**config.mk**
```make
export PLATFORM = sky130hd
export DESIGN_NAME = seven_seg_scan
export DESIGN_NICKNAME = d
export VERILOG_FILES = /design/src/rtl/seven_seg_scan.sv
export SDC_FILE = /design/constraint.sdc
export NUM_CORES = 1
export LEC_CHECK = 0
export CAP_MARGIN = 10
export CORE_ASPECT_RATIO = 1.1
export CORE_UTILIZATION = 40
export CTS_BUF_LIST = sky130_fd_sc_hd__clkbuf_8
export DETAILED_ROUTE_END_ITERATION = 7
export PLACE_DENSITY_LB_ADDON = 0.08
export SYNTH_ARGS = -nofsm -noshare
export SYNTH_HDL_FRONTEND = slang
export SYNTH_SLANG_ARGS = --single-unit
```
**constraint.sdc**
```tcl
create_clock -name clk -period 2.17 [get_ports clk]
set_input_delay 0.434 -clock clk [delete_from_list [all_inputs] [get_ports clk]]
set_output_delay 0.434 -clock clk [all_outputs]
set_load 0.005 [all_outputs]
```
**src/rtl/seven_seg_scan.sv**
```systemverilog
// ---------------------------------------------------------------------------
// seven_seg_scan
//   Time-multiplexed N-digit hex seven-segment driver.
//   A load strobe captures a packed value into a shadow buffer. The shadow is
//   copied into the display registers only at a frame boundary, so a frame
//   never shows a mix of old and new digits. A prescaler sets the length of
//   each digit slot. Each slot ends with one dead cycle that blanks the digit
//   enables, which stops the next digit ghosting onto the previous one.
//
// Parameters
//   N_DIGITS      number of digits scanned (1..8)
//   PRESCALE      clk cycles per digit slot (>= 2)
//   COMMON_ANODE  0: outputs active-high; 1: seg_out/dp_out/dig_sel inverted
//
// Ports
//   clk       in   system clock, rising edge
//   rst_n     in   asynchronous active-low reset
//   load      in   capture value/dp_in on this edge
//   value     in   packed nibbles, digit 0 = value[3:0]
//   dp_in     in   decimal point per digit
//   seg_out   out  segments {g,f,e,d,c,b,a}, registered
//   dp_out    out  decimal point of the lit digit, registered
//   dig_sel   out  one-hot digit enable, registered
//   upd_pend  out  shadow holds a load not yet displayed
//
// Build option
//   SEVEN_SEG_LZB_EN  when defined, leading-zero blanking is built. Digits
//                     above the most-significant nonzero nibble show no
//                     segments. Digit 0 always shows.
// ---------------------------------------------------------------------------
module seven_seg_scan #(
    parameter int N_DIGITS     = 4,
    parameter int PRESCALE     = 1000,
    parameter bit COMMON_ANODE = 1'b0
) (
    input  logic                  clk,
    input  logic                  rst_n,
    input  logic                  load,
    input  logic [4*N_DIGITS-1:0] value,
    input  logic [N_DIGITS-1:0]   dp_in,
    output logic [6:0]            seg_out,
    output logic                  dp_out,
    output logic [N_DIGITS-1:0]   dig_sel,
    output logic                  upd_pend
);

    localparam int PC_W  = $clog2(PRESCALE);
    localparam int IDX_W = (N_DIGITS > 1) ? $clog2(N_DIGITS) : 1;

    localparam logic [PC_W-1:0]     PC_LAST  = PC_W'(PRESCALE - 1);
    localparam logic [IDX_W-1:0]    IDX_LAST = IDX_W'(N_DIGITS - 1);
    localparam logic [6:0]          SEG_POL  = {7{COMMON_ANODE}};
    localparam logic [N_DIGITS-1:0] DIG_POL  = {N_DIGITS{COMMON_ANODE}};

    logic [PC_W-1:0]       pc;
    logic [IDX_W-1:0]      idx;
    logic [4*N_DIGITS-1:0] shadow_val;
    logic [N_DIGITS-1:0]   shadow_dp;
    logic [4*N_DIGITS-1:0] disp_val;
    logic [N_DIGITS-1:0]   disp_dp;

    logic                  slot_end;
    logic                  frame_end;
    logic [3:0]            cur_nib;
    logic                  cur_dp;
    logic [N_DIGITS-1:0]   dig_hot;
    logic                  blank;
    logic [6:0]            seg_lit;

    function automatic logic [6:0] hex_to_seg(input logic [3:0] nib);
        logic [6:0] seg;
        case (nib)
            4'h0:    seg = 7'b0111111;
            4'h1:    seg = 7'b0000110;
            4'h2:    seg = 7'b1011011;
            4'h3:    seg = 7'b1001111;
            4'h4:    seg = 7'b1100110;
            4'h5:    seg = 7'b1101101;
            4'h6:    seg = 7'b1111101;
            4'h7:    seg = 7'b0000111;
            4'h8:    seg = 7'b1111111;
            4'h9:    seg = 7'b1101111;
            4'hA:    seg = 7'b1110111;
            4'hB:    seg = 7'b1111100;
            4'hC:    seg = 7'b0111001;
            4'hD:    seg = 7'b1011110;
            4'hE:    seg = 7'b1111001;
            default: seg = 7'b1110001;
        endcase
        return seg;
    endfunction

    assign slot_end  = (pc == PC_LAST);
    assign frame_end = slot_end && (idx == IDX_LAST);

    // Prescaler and digit index
    always_ff @(posedge clk or negedge rst_n) begin
        if (!rst_n) begin
            pc  <= '0;
            idx <= '0;
        end else begin
            if (slot_end) begin
                pc <= '0;
                if (idx == IDX_LAST) begin
                    idx <= '0;
                end else begin
                    idx <= idx + 1'b1;
                end
            end else begin
                pc <= pc + 1'b1;
            end
        end
    end

    // Shadow/display double buffer. A load on the boundary edge goes
    // straight into the display regs, so nothing is left pending.
    always_ff @(posedge clk or negedge rst_n) begin
        if (!rst_n) begin
            shadow_val <= '0;
            shadow_dp  <= '0;
            disp_val   <= '0;
            disp_dp    <= '0;
            upd_pend   <= 1'b0;
        end else begin
            if (load) begin
                shadow_val <= value;
                shadow_dp  <= dp_in;
            end
            if (frame_end) begin
                disp_val <= load ? value : shadow_val;
                disp_dp  <= load ? dp_in : shadow_dp;
                upd_pend <= 1'b0;
            end else if (load) begin
                upd_pend <= 1'b1;
            end
        end
    end

    // Current digit mux and one-hot enable
    always_comb begin
        cur_nib = 4'h0;
        cur_dp  = 1'b0;
        dig_hot = '0;
        for (int i = 0; i < N_DIGITS; i++) begin
            if (idx == IDX_W'(i)) begin
                cur_nib    = disp_val[4*i +: 4];
                cur_dp     = disp_dp[i];
                dig_hot[i] = 1'b1;
            end
        end
    end

`ifdef SEVEN_SEG_LZB_EN
    // A digit is blank when it and every digit above it are zero.
    // Digit 0 is excluded, so a value of 0 still shows one "0".
    logic nonzero_at_or_above;

    always_comb begin
        nonzero_at_or_above = 1'b0;
        for (int i = 0; i < N_DIGITS; i++) begin
            if ((IDX_W'(i) >= idx) && (disp_val[4*i +: 4] != 4'h0)) begin
                nonzero_at_or_above = 1'b1;
            end
        end
    end

    assign blank = (idx != '0) && !nonzero_at_or_above;
`else
    assign blank = 1'b0;
`endif

    assign seg_lit = blank ? 7'b0000000 : hex_to_seg(cur_nib);

    // Pin registers hold the pin-level value, so reset can place them
    // directly at the inactive level for either polarity.
    always_ff @(posedge clk or negedge rst_n) begin
        if (!rst_n) begin
            seg_out <= SEG_POL;
            dp_out  <= COMMON_ANODE;
            dig_sel <= DIG_POL;
        end else begin
            seg_out <= seg_lit ^ SEG_POL;
            dp_out  <= cur_dp ^ COMMON_ANODE;
            dig_sel <= (slot_end ? '0 : dig_hot) ^ DIG_POL;
        end
    end

endmodule
```
==> metrics.txt, run 1 <==
RSZ-0062 raised after global routing=yes; mux contribution to synthesized area=about a fifth; final setup skew=8.90 ps; Worst Path Required=2420 ps; yosys warns=0; Site Rows=32; initial antenna violation count=0; Syn Nets=251; I/O Pins=36; drt pass-1 iters=5; CP startpoint kind=register; worst hold path type=in -> async; layout cell share with drive strength beyond 1=35.1%; Fmax=475 MHz; # setup viols final=0; Total Die Area=7780 sq um; vias=~1800; Yosys top cell area share=54.7%; clk_lat worst skew=between 300 and 400 ps; Netlist cell types=44; highest-delay cell along the critical path=dfrtp_1; CTS Buf Count=9; Slew headroom=74.2%; minimum clock period=roughly 2100 ps; Layout Cells excl Fill=361; clock-pin slew on the worst setup and hold paths=70 ps; Peak supply drop=427 uV; Sink Count=65; Synth Area in XOR/XNOR=under 10%; #FFs+latches synth=65; Congestion Overflow GR=0; Cell Area, Placed=3520 sq um; DRC Markers=6; Leakage Power=1.72 nW; Hold Fails Final Rpt=0; Post-Synth Simple-Gate Area=between 7 and 8%; placed cell count=341; Synth Area in Compound Gates=7.20%; Worst-Margin Slew=386 ps; Core Box Area=7090 sq um; P per Cell Area=651 nW/um^2; drt via density=4.97; failing checks=design-rule violations; largest family of logic cells by synthesized area=multiplexers; Finished Cell Area=between 3000 and 4000 sq um; classification of the worst setup path=reg -> reg; worst-path cell chain=inv_2, ha_4, nor2b_4, a221o_1, a22oi_2, inv_2, ha_4, mux2_1, a32oi_1; Worst setup EP type=register; synthesized area per cell=approximately 14 sq um; Chip Width=84.2 microns; final WL=5.30 mm; pin count of the biggest net entering global routing=66; fin crit share=97.0%; Routed Antenna Nets=0; Global Route Usage Sum=15.8%; Max Cap Violations=0; post-synthesis sequential area ratio=54.7%; Nets=308; adder-cell share of the synthesized area=5.05%; diode count=0; leading area contributor after synthesis=dfrtp_1; HPWL Detailed=3.58 mm; Cells after Synth=216; GP Congestion=0.773; Clock Tree Root=clkbuf_8; TritonCTS clock tree=done; initial DRC count=59; Post-Synthesis Cell Area=2970 sq um; status=finished, violations left; most frequent cells in the layout=dfrtp_1, clkdlybuf4s50_1, mux2_2; fin. max-slew vios=0; crit-path max cell delay=400 ps; leading cell type in the layout, fill and taps excluded=dfrtp_1; Synth area leaders=dfrtp_1, mux2_4, mux2_2; routed len/inst=between 10 and 15 microns; synthesis-to-layout area growth=27.0%; Initial Util=approximately two fifths; vias in the first global route=1931; worst-path fanout max=7; global-route wire length before repair=9.36 mm; worst-case clock buffer depth=2; CTS H-tree lvls=3; CP Data Arrival Time=between 2000 and 2500 ps; IO buf count=35; Die Height=92.4 microns
synth_stat cells:
master and n:
a211oi_1 1, a21oi_1 5, a221o_1 1, a221oi_2 2, a22o_1 1, a22oi_1 2, a22oi_2 1, a32oi_1 1
and3_1 1, buf_2 1, buf_6 4, clkbuf_1 2, dfrtp_1 65, ha_1 12, inv_1 8, inv_2 1
mux2_1 3, mux2_2 21, mux2_4 19, mux2i_1 4, nand2_1 5, nand2_2 1, nand2b_1 1, nand2b_2 1
nand3_1 6, nand4_2 1, nand4b_1 1, nor2_1 14, nor2_2 1, nor2b_1 4, nor2b_2 1, nor3_1 2
nor3_4 1, nor3b_1 1, o21a_1 1, o21ai_0 6, o221a_2 1, o221ai_1 1, o221ai_2 1, o22ai_1 1
o41ai_1 2, or2_4 1, xnor2_1 3, xor2_1 4
flip-flops by register name, summed over array words and instances (netlist names):
signal	count
seg_out	7
upd_pend	1
shadow_dp	4
dp_out	1
dig_sel	4
disp_dp	4
idx	2
shadow_val	16
disp_val	16
pc	10
path summary, 6_finish.rpt:
check,start,end,slack [ps],depth (start not counted)
worst min-delay path,rst_n,pc[9],100,2
worst max register to register,idx[1],seg_out[1],70,9
worst min register to register,upd_pend,upd_pend,480,1
worst max-delay path,idx[1],seg_out[1],70,9
min in group clk,upd_pend,upd_pend,480,1
max in group asynchronous,rst_n,seg_out[1],1790,2
worst max-delay path: cells and delay by family (launching register included):
family	cells	cell delay [ps]
compound gates	3	640
fa+ha+maj	2	420
buf+inv	2	240
flops	1	400
mux	1	270
simple gates	1	50
cell type report:
type | count | area [sq um]
clock buffers | 11 | 151
flip-flops and latches | 65 | 1630
clock inverters | 3 | 17.5
inverters | 9 | 33.8
well taps | 85 | 106
fillers | 622 | 3310
multi-input cells | 135 | 1330
repair buffers | 53 | 509
per-layer routing:
| metal | global-route usage [%] | up-vias | part of all wire [%] |
|---|---|---|---|
| met3 | 4.90 | 13 | 3.7 |
| li1 | - | 872 | - |
| met5 | 0 | - | 0 |
| met1 | 20.5 | 879 | 46 |
| met4 | 7.18 | 0 | 2.5 |
| met2 | 24.3 | 30 | 48 |
per-stage QoR:
step           setup TNS, ps  hold WS [ps]  utilization [%]  setup slack, ps  total power, mW
2_1_floorplan              0           138                -             3.82             1.45
3_3_place_gp               0           470             49.7             54.0             1.58
3_5_place_dp               0           470             49.7             8.58             1.58
4_1_cts                    0           108             52.2             6.15             2.49
5_1_grt                -36.2           106             53.3            -24.9             2.58
6_report                   0          97.1             53.3             65.2             2.46
logic make-up after synthesis:
group,after synthesis
compound gates,27
xor+xnor,7
fa+ha+maj,12
mux,47
simple gates,42
buf+inv,16
flops,65
report_power, final:
part	switching [mW]	internal [mW]
logic	0.100	0.153
clock network	0.437	0.460
registers	0.0257	1.28
total	0.563	1.89
repair_timing:
item | in CTS | in global routing
buffers inserted | 1 | 5
gates resized for setup | 0 | 11
hold endpoints to repair | 0 | 0
pin swaps | 0 | 3
endpoints found under the setup margin | 1 | 7
hold buffers | 0 | 0
(Power assumes the default switching activity.)
==> run 2: changes to the inputs <==
- SETUP_SLACK_MARGIN: unset -> 0.1
==> metrics.txt, run 2 (synthesized netlist as in run 1, its figures left out) <==
status=finished, violations left; failing checks=design-rule violations; minimum clock period=2040 ps; worst-case clock buffer depth=2; DRC Markers=6; pin count of the biggest net entering global routing=44; CP startpoint kind=register; final setup skew=10.2 ps; Sink Count=between 60 and 70; Slew headroom=64.6%; Initial Util=41.9%; routed len/inst=~15 microns; Nets=314; CTS H-tree lvls=3; Leakage Power=1.77 nW; Worst setup EP type=register; initial antenna violation count=0; met2 Usage GRT=roughly 25%; vias in the first global route=1931; Fill cells=612; Fmax=489 MHz; GP Congestion=0.751; fin. max-slew vios=0; CP Data Arrival Time=2310 ps; drt pass-1 iters=6; Global Route Usage Sum=~16%; drt via density=5.03; Routed Antenna Nets=0; Site Rows=32; leading cell type in the layout, fill and taps excluded=dfrtp_1; gr busiest metal=met2; IO buf count=35; RSZ-0062 raised after global routing=yes; layout cell share with drive strength beyond 1=between 40% and 50%; worst-path fanout max=5; Congestion Overflow GR=0; Max Cap Violations=0; Total Die Area=a little under 8000 sq um; final WL=roughly 5.5 mm; CTS Buf Count=9; clock-pin slew on the worst setup and hold paths=80 ps; most frequent cells in the layout=dfrtp_1, clkdlybuf4s50_1, mux2_4, mux2_2, buf_4; clk_lat worst skew=340 ps; diode count=0; Hold Fails Final Rpt=0; initial DRC count=just over 80; Setup TNS=0 ps; synthesis-to-layout area growth=31.9%; Worst-Margin Slew=531 ps; Peak supply drop=~350 uV; # setup viols final=0; HPWL Detailed=roughly 3.7 mm; I/O Pins=36; Chip Width=between 80 and 90 microns; Layout Cells excl Fill=about 370; fin crit share=a little over nine tenths; global-route wire length before repair=9.19 mm; Largest regs=disp_val (16), shadow_val (16), pc (10); flip-flop and latch area=1630 sq um; Worst Path Required=2430 ps; vias=approximately 1900; classification of the worst setup path=reg -> reg; worst hold path type=in -> async; GR Util met3=5.26%; placed cell count=341; P per Cell Area=678 nW/um^2; TritonCTS clock tree=done; Clock Tree Root=clkbuf_8; Core Box Area=7090 sq um; area occupied by multi-input gates=1380 sq um; Die Height=92.4 microns; GRT met1 Usage=between 15 and 20%
[run 2: changes by cell type in the layout (fill, tap and decap cells not counted), sizes merged]
cell      previous run  this run
buf                 19        25
bufinv               0         1
clkbuf              11        12
clkinv               2         1
clkinvlp             1         2
[run 2: critical path, stage by stage (launching register included)]
cell and delay, ps:
dfrtp_2 440, buf_6 130, ha_4 170, a221o_1 320
a22oi_2 170, inv_2 100, ha_2 190, mux2_1 300
mux2i_1 150
[run 2: routing by layer]
metal,wire length [microns],up-vias
li1,-,890
met1,2480,923
met2,2680,36
met3,230,7
met4,80,0
met5,0,-
[run 2: area by class of cell]
| cell class | count | share of cell area, % |
|---|---|---|
| inverter | 9 | 0.926 |
| clock buffer | 12 | 4.21 |
| multi-input combinational | 135 | 35.1 |
| tap | 85 | 2.71 |
| sequential | 65 | 41.5 |
| clock inverter | 4 | 1.28 |
| timing repair buffer | 59 | 14.2 |
[run 2: path summary, 6_finish.rpt]
| check | from | to | slack (ps) | cells after the start |
|---|---|---|---|---|
| min reg2reg | pc[0] | pc[0] | 490 | 1 |
| min | rst_n | seg_out[3] | 70 | 2 |
| max | idx[0] | seg_out[3] | 130 | 8 |
| max reg2reg | idx[0] | seg_out[3] | 130 | 8 |
| min in group clk | pc[0] | pc[0] | 490 | 1 |
| max in group asynchronous | rst_n | idx[0] | 1600 | 2 |
[run 2: power breakdown]
part           switching [mW]  internal [mW]  total (mW)
clock                   0.463          0.623        1.09
sequential             0.0257           1.28        1.30
combinational           0.106          0.164       0.270
[run 2: through the flow]
step | hold WS [ps] | util [%] | setup WS (ps) | power (mW) | area [sq um]
5_1_grt | 84.6 | 55.3 | 22.3 | 2.78 | 3920
6_report | 71.0 | 55.3 | 126 | 2.66 | 3920
4_1_cts | 68.4 | 53.5 | 67.9 | 2.68 | 3790
3_3_place_gp | 458 | 50.0 | 21.7 | 1.58 | 3540
2_1_floorplan | 138 | - | 42.2 | 1.45 | 3030
3_5_place_dp | 442 | 50.0 | -27.6 | 1.59 | 3540
[run 2: timing repair]
action / CTS / global route
hold buffers: 0 / 0
setup buffers: 4 / 8
hold endpoints to repair: 0 / 0
gates resized for setup: 5 / 16
pin swaps: 1 / 4
setup endpoints to repair: 6 / 7
==> run 3: changes to the inputs <==
- ABC_CLOCK_PERIOD_IN_PS: unset -> 2170
==> results of run 3 <==
No change in the layout: final DEF, timing and power equal those of run 2.
